===== config.mk =====
export PLATFORM = sky130hd
export DESIGN_NAME = regfile_writeback
export DESIGN_NICKNAME = d
export VERILOG_FILES = /design/src/rtl/cpu_pkg.sv /design/src/rtl/wb_dest_fifo.sv /design/src/rtl/regfile_writeback.sv
export SDC_FILE = /design/constraint.sdc
export NUM_CORES = 1
export LEC_CHECK = 0
export ABC_CLOCK_PERIOD_IN_PS = 8600
export CAP_MARGIN = 15
export CORE_AREA = 4 4 131 133
export DETAILED_ROUTE_END_ITERATION = 10
export DIE_AREA = 0 0 135 137
export GPL_ROUTABILITY_DRIVEN = 1
export PLACE_DENSITY = 0.94
export SYNTH_ARGS = -nofsm -noshare
export SYNTH_HDL_FRONTEND = slang
export SYNTH_SLANG_ARGS = --single-unit
export TNS_END_PERCENT = 100

===== constraint.sdc =====
create_clock -name clk -period 8.6 [get_ports clk]
set_clock_uncertainty 0.15 [all_clocks]
set_input_delay 0.86 -clock clk [delete_from_list [all_inputs] [get_ports clk]]
set_output_delay 0.86 -clock clk [all_outputs]
set_load 0.03 [all_outputs]

===== src/rtl/cpu_pkg.sv =====
// Shared CPU definitions: register/data widths, write-back source encoding
// and a register one-hot decode helper.
package cpu_pkg;

    localparam int REG_ADDR_W = 5;
    localparam int DATA_W     = 32;
    localparam int LINK_W     = 26;
    localparam int NUM_REGS   = 1 << REG_ADDR_W;

    typedef enum logic [1:0] {
        WB_ALU  = 2'd0,
        WB_MEM  = 2'd1,
        WB_LINK = 2'd2
    } wb_src_t;

    function automatic logic [NUM_REGS-1:0] dest_onehot(input logic [REG_ADDR_W-1:0] d);
        logic [NUM_REGS-1:0] m;
        m    = '0;
        m[d] = 1'b1;
        return m;
    endfunction

endpackage


===== src/rtl/wb_dest_fifo.sv =====
// Destination-register FIFO for outstanding loads, with occupancy and a
// per-slot valid/dest view used to build the busy scoreboard.
module wb_dest_fifo #(
    parameter int DEPTH = 4,
    parameter int W     = 5
) (
    input  logic                      clk,
    input  logic                      rst_n,
    input  logic                      i_push,
    input  logic [W-1:0]              i_push_dest,
    input  logic                      i_pop,
    output logic                      o_full,
    output logic                      o_empty,
    output logic [$clog2(DEPTH):0]    o_count,
    output logic [W-1:0]              o_head_dest,
    output logic [DEPTH-1:0]          o_ent_vld,
    output logic [DEPTH-1:0][W-1:0]   o_ent_dest
);

    localparam int PTR_W = $clog2(DEPTH);

    logic [DEPTH-1:0][W-1:0] r_mem;
    logic [PTR_W-1:0]        r_wptr;
    logic [PTR_W-1:0]        r_rptr;
    logic [PTR_W:0]          r_count;

    always_ff @(posedge clk) begin
        if (!rst_n) begin
            r_wptr  <= '0;
            r_rptr  <= '0;
            r_count <= '0;
        end else begin
            if (i_push) begin
                r_mem[r_wptr] <= i_push_dest;
                r_wptr        <= r_wptr + 1'b1;
            end
            if (i_pop)
                r_rptr <= r_rptr + 1'b1;
            case ({i_push, i_pop})
                2'b10:   r_count <= r_count + 1'b1;
                2'b01:   r_count <= r_count - 1'b1;
                default: ;
            endcase
        end
    end

    assign o_full      = (r_count == (PTR_W+1)'(DEPTH));
    assign o_empty     = (r_count == '0);
    assign o_count     = r_count;
    assign o_head_dest = r_mem[r_rptr];
    assign o_ent_dest  = r_mem;

    // A slot is live when its distance from the read pointer is below occupancy.
    for (genvar g = 0; g < DEPTH; g++) begin : g_ent
        logic [PTR_W-1:0] w_off;
        assign w_off        = PTR_W'(g) - r_rptr;
        assign o_ent_vld[g] = ({1'b0, w_off} < r_count);
    end

endmodule


===== src/rtl/regfile_writeback.sv =====
// Register-file write-back arbiter: load responses > skid entry > new ALU/link
// result. Busy scoreboard is built only when WB_SCOREBOARD_EN is defined.
module regfile_writeback #(
    parameter int LQ_DEPTH = 4,
    parameter int LINK_W   = cpu_pkg::LINK_W
) (
    input  logic                            clk,
    input  logic                            rst_n,
    input  logic                            alu_valid,
    output logic                            alu_ready,
    input  logic [cpu_pkg::REG_ADDR_W-1:0]  alu_dest,
    input  logic [cpu_pkg::DATA_W-1:0]      alu_data,
    input  logic                            alu_link,
    input  logic [LINK_W-1:0]               alu_link_addr,
    input  logic                            ld_issue_valid,
    output logic                            ld_issue_ready,
    input  logic [cpu_pkg::REG_ADDR_W-1:0]  ld_issue_dest,
    input  logic                            ld_resp_valid,
    input  logic [cpu_pkg::DATA_W-1:0]      ld_resp_data,
    output logic                            wr_en,
    output logic [cpu_pkg::REG_ADDR_W-1:0]  wr_dest,
    output logic                            wr_mem_sel,
    output logic                            wr_link_sel,
    output logic [cpu_pkg::DATA_W-1:0]      wr_alu_data,
    output logic [cpu_pkg::DATA_W-1:0]      wr_mem_data,
    output logic [LINK_W-1:0]               wr_link_addr,
    output logic [cpu_pkg::NUM_REGS-1:0]    busy_mask,
    output logic [$clog2(LQ_DEPTH):0]       ld_pending,
    output logic                            ld_err
);

    import cpu_pkg::*;

    logic                               w_fifo_full;
    logic                               w_fifo_empty;
    logic [REG_ADDR_W-1:0]              w_head_dest;
    logic [LQ_DEPTH-1:0]                w_ent_vld;
    logic [LQ_DEPTH-1:0][REG_ADDR_W-1:0] w_ent_dest;
    logic                               w_push;
    logic                               w_resp;
    logic                               w_alu_acc;

    logic                  r_skid_full;
    logic [REG_ADDR_W-1:0] r_skid_dest;
    logic [DATA_W-1:0]     r_skid_data;
    logic                  r_skid_link;
    logic [LINK_W-1:0]     r_skid_laddr;

    logic                  r_wr_en;
    logic [REG_ADDR_W-1:0] r_wr_dest;
    logic                  r_wr_mem_sel;
    logic                  r_wr_link_sel;
    logic [DATA_W-1:0]     r_wr_alu_data;
    logic [DATA_W-1:0]     r_wr_mem_data;
    logic [LINK_W-1:0]     r_wr_link_addr;
    logic                  r_ld_err;

    logic                  w_wr;
    wb_src_t               w_src;
    logic [REG_ADDR_W-1:0] w_dest;
    logic [DATA_W-1:0]     w_alu_data;
    logic [LINK_W-1:0]     w_laddr;
    logic [NUM_REGS-1:0]   w_busy;

    assign w_push    = ld_issue_valid & ~w_fifo_full;
    assign w_resp    = ld_resp_valid & ~w_fifo_empty;
    assign w_alu_acc = alu_valid & ~r_skid_full;

    wb_dest_fifo #(
        .DEPTH (LQ_DEPTH),
        .W     (REG_ADDR_W)
    ) u_fifo (
        .clk         (clk),
        .rst_n       (rst_n),
        .i_push      (w_push),
        .i_push_dest (ld_issue_dest),
        .i_pop       (w_resp),
        .o_full      (w_fifo_full),
        .o_empty     (w_fifo_empty),
        .o_count     (ld_pending),
        .o_head_dest (w_head_dest),
        .o_ent_vld   (w_ent_vld),
        .o_ent_dest  (w_ent_dest)
    );

    // A non-load write only ever comes from the skid when the skid is occupied.
    assign w_alu_data = r_skid_full ? r_skid_data  : alu_data;
    assign w_laddr    = r_skid_full ? r_skid_laddr : alu_link_addr;

    always_comb begin
        w_wr   = 1'b0;
        w_src  = WB_ALU;
        w_dest = alu_dest;
        if (w_resp) begin
            w_wr   = 1'b1;
            w_src  = WB_MEM;
            w_dest = w_head_dest;
        end else if (r_skid_full) begin
            w_wr   = 1'b1;
            w_src  = r_skid_link ? WB_LINK : WB_ALU;
            w_dest = r_skid_dest;
        end else if (w_alu_acc) begin
            w_wr   = 1'b1;
            w_src  = alu_link ? WB_LINK : WB_ALU;
            w_dest = alu_dest;
        end
    end

    always_ff @(posedge clk) begin
        if (!rst_n) begin
            r_skid_full    <= 1'b0;
            r_wr_en        <= 1'b0;
            r_wr_dest      <= '0;
            r_wr_mem_sel   <= 1'b0;
            r_wr_link_sel  <= 1'b0;
            r_wr_alu_data  <= '0;
            r_wr_mem_data  <= '0;
            r_wr_link_addr <= '0;
            r_ld_err       <= 1'b0;
        end else begin
            if (w_resp && w_alu_acc) begin
                r_skid_full  <= 1'b1;
                r_skid_dest  <= alu_dest;
                r_skid_data  <= alu_data;
                r_skid_link  <= alu_link;
                r_skid_laddr <= alu_link_addr;
            end else if (!w_resp && r_skid_full) begin
                r_skid_full <= 1'b0;
            end

            r_wr_en       <= w_wr;
            r_wr_mem_sel  <= w_wr && (w_src == WB_MEM);
            r_wr_link_sel <= w_wr && (w_src == WB_LINK);
            if (w_wr) begin
                r_wr_dest <= w_dest;
                case (w_src)
                    WB_MEM:  r_wr_mem_data  <= ld_resp_data;
                    WB_LINK: r_wr_link_addr <= w_laddr;
                    default: r_wr_alu_data  <= w_alu_data;
                endcase
            end

            if (ld_resp_valid && w_fifo_empty)
                r_ld_err <= 1'b1;
        end
    end

`ifdef WB_SCOREBOARD_EN
    always_comb begin
        w_busy = '0;
        for (int i = 0; i < LQ_DEPTH; i++)
            if (w_ent_vld[i])
                w_busy = w_busy | dest_onehot(w_ent_dest[i]);
    end
`else
    logic w_unused_view;
    assign w_unused_view = ^{w_ent_vld, w_ent_dest};
    assign w_busy        = '0;
`endif

    assign alu_ready      = ~r_skid_full;
    assign ld_issue_ready = ~w_fifo_full;
    assign busy_mask      = w_busy;
    assign wr_en          = r_wr_en;
    assign wr_dest        = r_wr_dest;
    assign wr_mem_sel     = r_wr_mem_sel;
    assign wr_link_sel    = r_wr_link_sel;
    assign wr_alu_data    = r_wr_alu_data;
    assign wr_mem_data    = r_wr_mem_data;
    assign wr_link_addr   = r_wr_link_addr;
    assign ld_err         = r_ld_err;

endmodule


==> summary.md <==
| Metric | Value |
|---|---|
| Overall Global Routing Usage | `20.4%` |
| Most frequent cells in the layout | `clkdlybuf4s50_1, nand2_1, dfxtp_1, edfxtp_1, mux2i_1` |
| Crit-path cells | `clkdlybuf4s50_1 -> o31ai_4 -> buf_4 -> inv_2 -> buf_4 -> a21o_1 -> a31o_1` |
| R2R depth | `3` |
| Internal | `1.96 mW` |
| Final net count | `around 950` |
| Pwr/cell area | `between 200 and 300 nW/µm²` |
| Die ar. | `18500 µm²` |
| Vias per inst | `between 5 and 6` |
| Drt drc | `0` |
| Layout cell share with drive strength beyond 1 | `approximately a tenth` |
| Post_cts resized | `0` |
| Setup_tns | `0 ns` |
| Clock share of power | `31.3%` |
| Num CTS Buffers | `17` |
| Diodes inserted | `0` |
| Placement Rows | `46` |
| Pin count of the biggest net entering global routing | `95` |
| RSZ-0062 raised after global routing | `false` |
| Sequential share of power | `approximately 40%` |
| Post-CTS setup buffer count | `0` |
| CTS clk-pin slew, worst paths | `around 0.07 ns` |
| Post-synth cell types | `38` |
| Area grow syn2layout | `34.9%` |
| Initial antenna violation count | `0` |
| Port bufs | `209` |
| FMAX | `0.293 GHz` |
| Worst Hold Launch | `wr_mem_data[7]` |
| Routed len/inst | `18.0 µm` |
| Area after DPL | `9860 µm²` |
| Worst setup EP type | `flip-flop` |
| Starting Density | `49.4%` |
| Total of max-cap violations | `0` |
| Combinational fraction of design power | `28.1%` |
| Layout fillers | `1134` |
| Data arrival time at the worst-slack endpoint | `3.62 ns` |
| HP Class | `flip-flop to flip-flop` |
| Hold Fails Final Rpt | `0` |
| Crit Path Category | `input pin to flip-flop` |
| CP dominant cell by count | `buf_4` |
| Switch Pwr | `~920 µW` |
| First-pass GRT wire length | `29600 µm` |
| Slowest-stage cell, CP | `a21o_1` |
| Final slew viol count | `0` |
| Synthesized area per cell | `about 12 µm²` |
| R2r endpoint | `wr_link_addr[25]` |
| Register area | `4670 µm²` |
| Multi-input gate area | `2760 µm²` |
| WL final | `19300 µm` |
| Later-pin clock latency in the skew report | `approximately 0.43 ns` |
| Sw Ratio | `31.8%` |
| Max incr delay on CP | `between 0.7 and 0.8 ns` |
| Ys Warns | `0` |
| Seq/Total Area, Yosys | `59.7%` |
| Syn Inst Count | `659` |
| Via count | `5657` |
| Relative slew slack | `23.0%` |
| DP HPWL | `roughly 13000 µm` |
| Flop2flop setup slack | `~5.4 ns` |
| Setup crit start kind | `input pin` |
| Synthesized area | `7820 µm²` |
| Antenna-violating nets left | `0` |
| DR iter-0 viols | `282` |
| RePlAce Congestion | `approximately 0.77` |
| IO Count | `242` |
| Die H | `137 µm` |
| Final setup violating endpoints | `0` |
| Number of global-route vias before repair | `around 5600` |
| Cell area after layout | `roughly 11000 µm²` |
| Critical Path Fanout Max | `39` |
| CORE AREA | `between 15000 and 20000 µm²` |
| Die W | `135 µm` |
| Leakage power total | `3.84 nW` |
| Max rail drop VDD | `273 µV` |
| Hold Worst Slack | `0.304 ns` |
| End point of the worst hold path | `wr_mem_data[7]` |
| Period utilization | `39.6%` |
| Max H-tree Level | `4` |
| Commonest non-fill, non-tap cell in the layout | `clkdlybuf4s50_1` |
| FF+latch count, synth | `191` |
| Num Clock Sinks | `191` |
| Crit path required time | `~8.8 ns` |
| Slew @ Worst Pin | `1.15 ns` |
| Cell count of the worst hold path | `2` |
| Clock Tree Root | `clkbuf_16` |
| CTS tree | `yes` |
| CTS Hold Bufs | `0` |
| Total grt overflow | `0` |
| Reg2reg start | `r_skid_full` |
| First-pass iteration count of the detailed router | `5` |
| Clock Path Buffers | `2` |
| Status | `completed` |
| Final Critical Period | `3.41 ns` |
[cell usage after synthesis]
cell       count  area (µm²)
dfxtp_1      107        2140
or3_1          2        12.5
buf_4         38         285
ha_1           5        62.6
and3_1         5        31.3
o21ai_0        7        35.0
a31o_1        23         201
buf_2         13        65.1
or3b_1         1        8.76
nor3_1         2        10.0
a31o_2         3        26.3
clkbuf_1      25        93.8
a2111oi_0     26         228
buf_6          2        22.5
a21o_1         3        22.5
and2_1         1        6.26
nand3_1        2        10.0
o31ai_4        1        21.3
mux4_2         5         113
fa_1           1        20.0
mux2_2        32         360
xor2_1         2        17.5
nand2_1      134         503
inv_2          1        3.75
a22o_1         5        43.8
nor2b_1        1        6.26
conb_1         1        3.75
inv_1          9        33.8
mux2i_1       63         631
nor3b_1        1        7.51
nor2_1         9        33.8
a21oi_1       39         195
buf_1          2        7.51
o21ai_1        1        5.00
clkbuf_4       1        7.51
nand3b_2       1        11.3
xnor2_1        1        8.76
edfxtp_1      84        2520
[per-stage QoR]
stage	power, mW	instances	utilization, %	worst slack [ns]
after CTS	2.90	1071	66.6	5.20
after detailed placement	1.99	1039	62.3	4.76
final	2.88	1071	66.6	5.19
after global placement	1.97	1039	62.3	4.85
after global routing	3.00	1071	66.6	5.02
after floorplan	1.69	690	-	5.02
[how the worst max path moves through the flow]
stage	start	end	slack, ns	cells after the start
after floorplan	rst_n	r_skid_data[0]	5.02	4
after global placement	ld_resp_valid	wr_link_addr[0]	4.85	7
after detailed placement	ld_resp_valid	wr_link_addr[12]	4.76	7
after CTS	ld_resp_valid	wr_link_addr[12]	5.20	7
after global routing	ld_resp_valid	wr_link_addr[12]	5.02	7
final	ld_resp_valid	wr_link_addr[12]	5.19	7
[sequential cells by signal, indices dropped and copies added (netlist names), 3 cells and up]
| register | flops |
|---|---|
| r_skid_laddr | 26 |
| wr_mem_data | 32 |
| u_fifo.o_ent_dest | 20 |
| wr_alu_data | 32 |
| r_skid_dest | 5 |
| u_fifo.o_count | 3 |
| r_skid_data | 32 |
| wr_dest | 5 |
| wr_link_addr | 26 |
[metal layers]
metal	vias up	wire length (µm)	GRT usage, %
met5	-	0	0
met3	40	1700	7.46
met4	0	498	7.95
li1	2664	-	-
met1	2723	7570	24.5
met2	230	9510	33.5
[power by group through the flow]
stage	Combinational, mW	Sequential (mW)	Clock [mW]
6_report	0.808	1.17	0.902
3_3_place_gp	0.788	1.18	0
3_5_place_dp	0.809	1.18	0
5_1_grt	0.864	1.18	0.950
2_1_floorplan	0.373	1.32	0
4_1_cts	0.813	1.17	0.919
[cell type report]
type                            instances  area share (%)
Multi-Input combinational cell        408            26.2
Clock buffer                           17            4.03
Clock inverter                         15            2.42
Timing Repair Buffer                  214            20.1
Tap cell                              216            2.56
Inverter                               10           0.356
Sequential cell                       191            44.3
[kinds of logic after synthesis]
group                      Yosys count  synth area share (%)
xor gates and xnor gates             3                 0.336
adders and majority gates            6                  1.06
buffers and inverters               91                  6.64
and+or+nand+nor                    159                  8.19
AOI/OAI and AO/OA                  108                  9.95
DFF                                191                  59.7
other                                1                0.0480
muxes                              100                  14.1
[critical path, delay by kind of cell]
| family | cells | cell delay [ns] |
|---|---|---|
| buffers and inverters | 4 | 1.68 |
| AOI/OAI and AO/OA | 3 | 1.07 |
(Power assumes the default switching activity.)
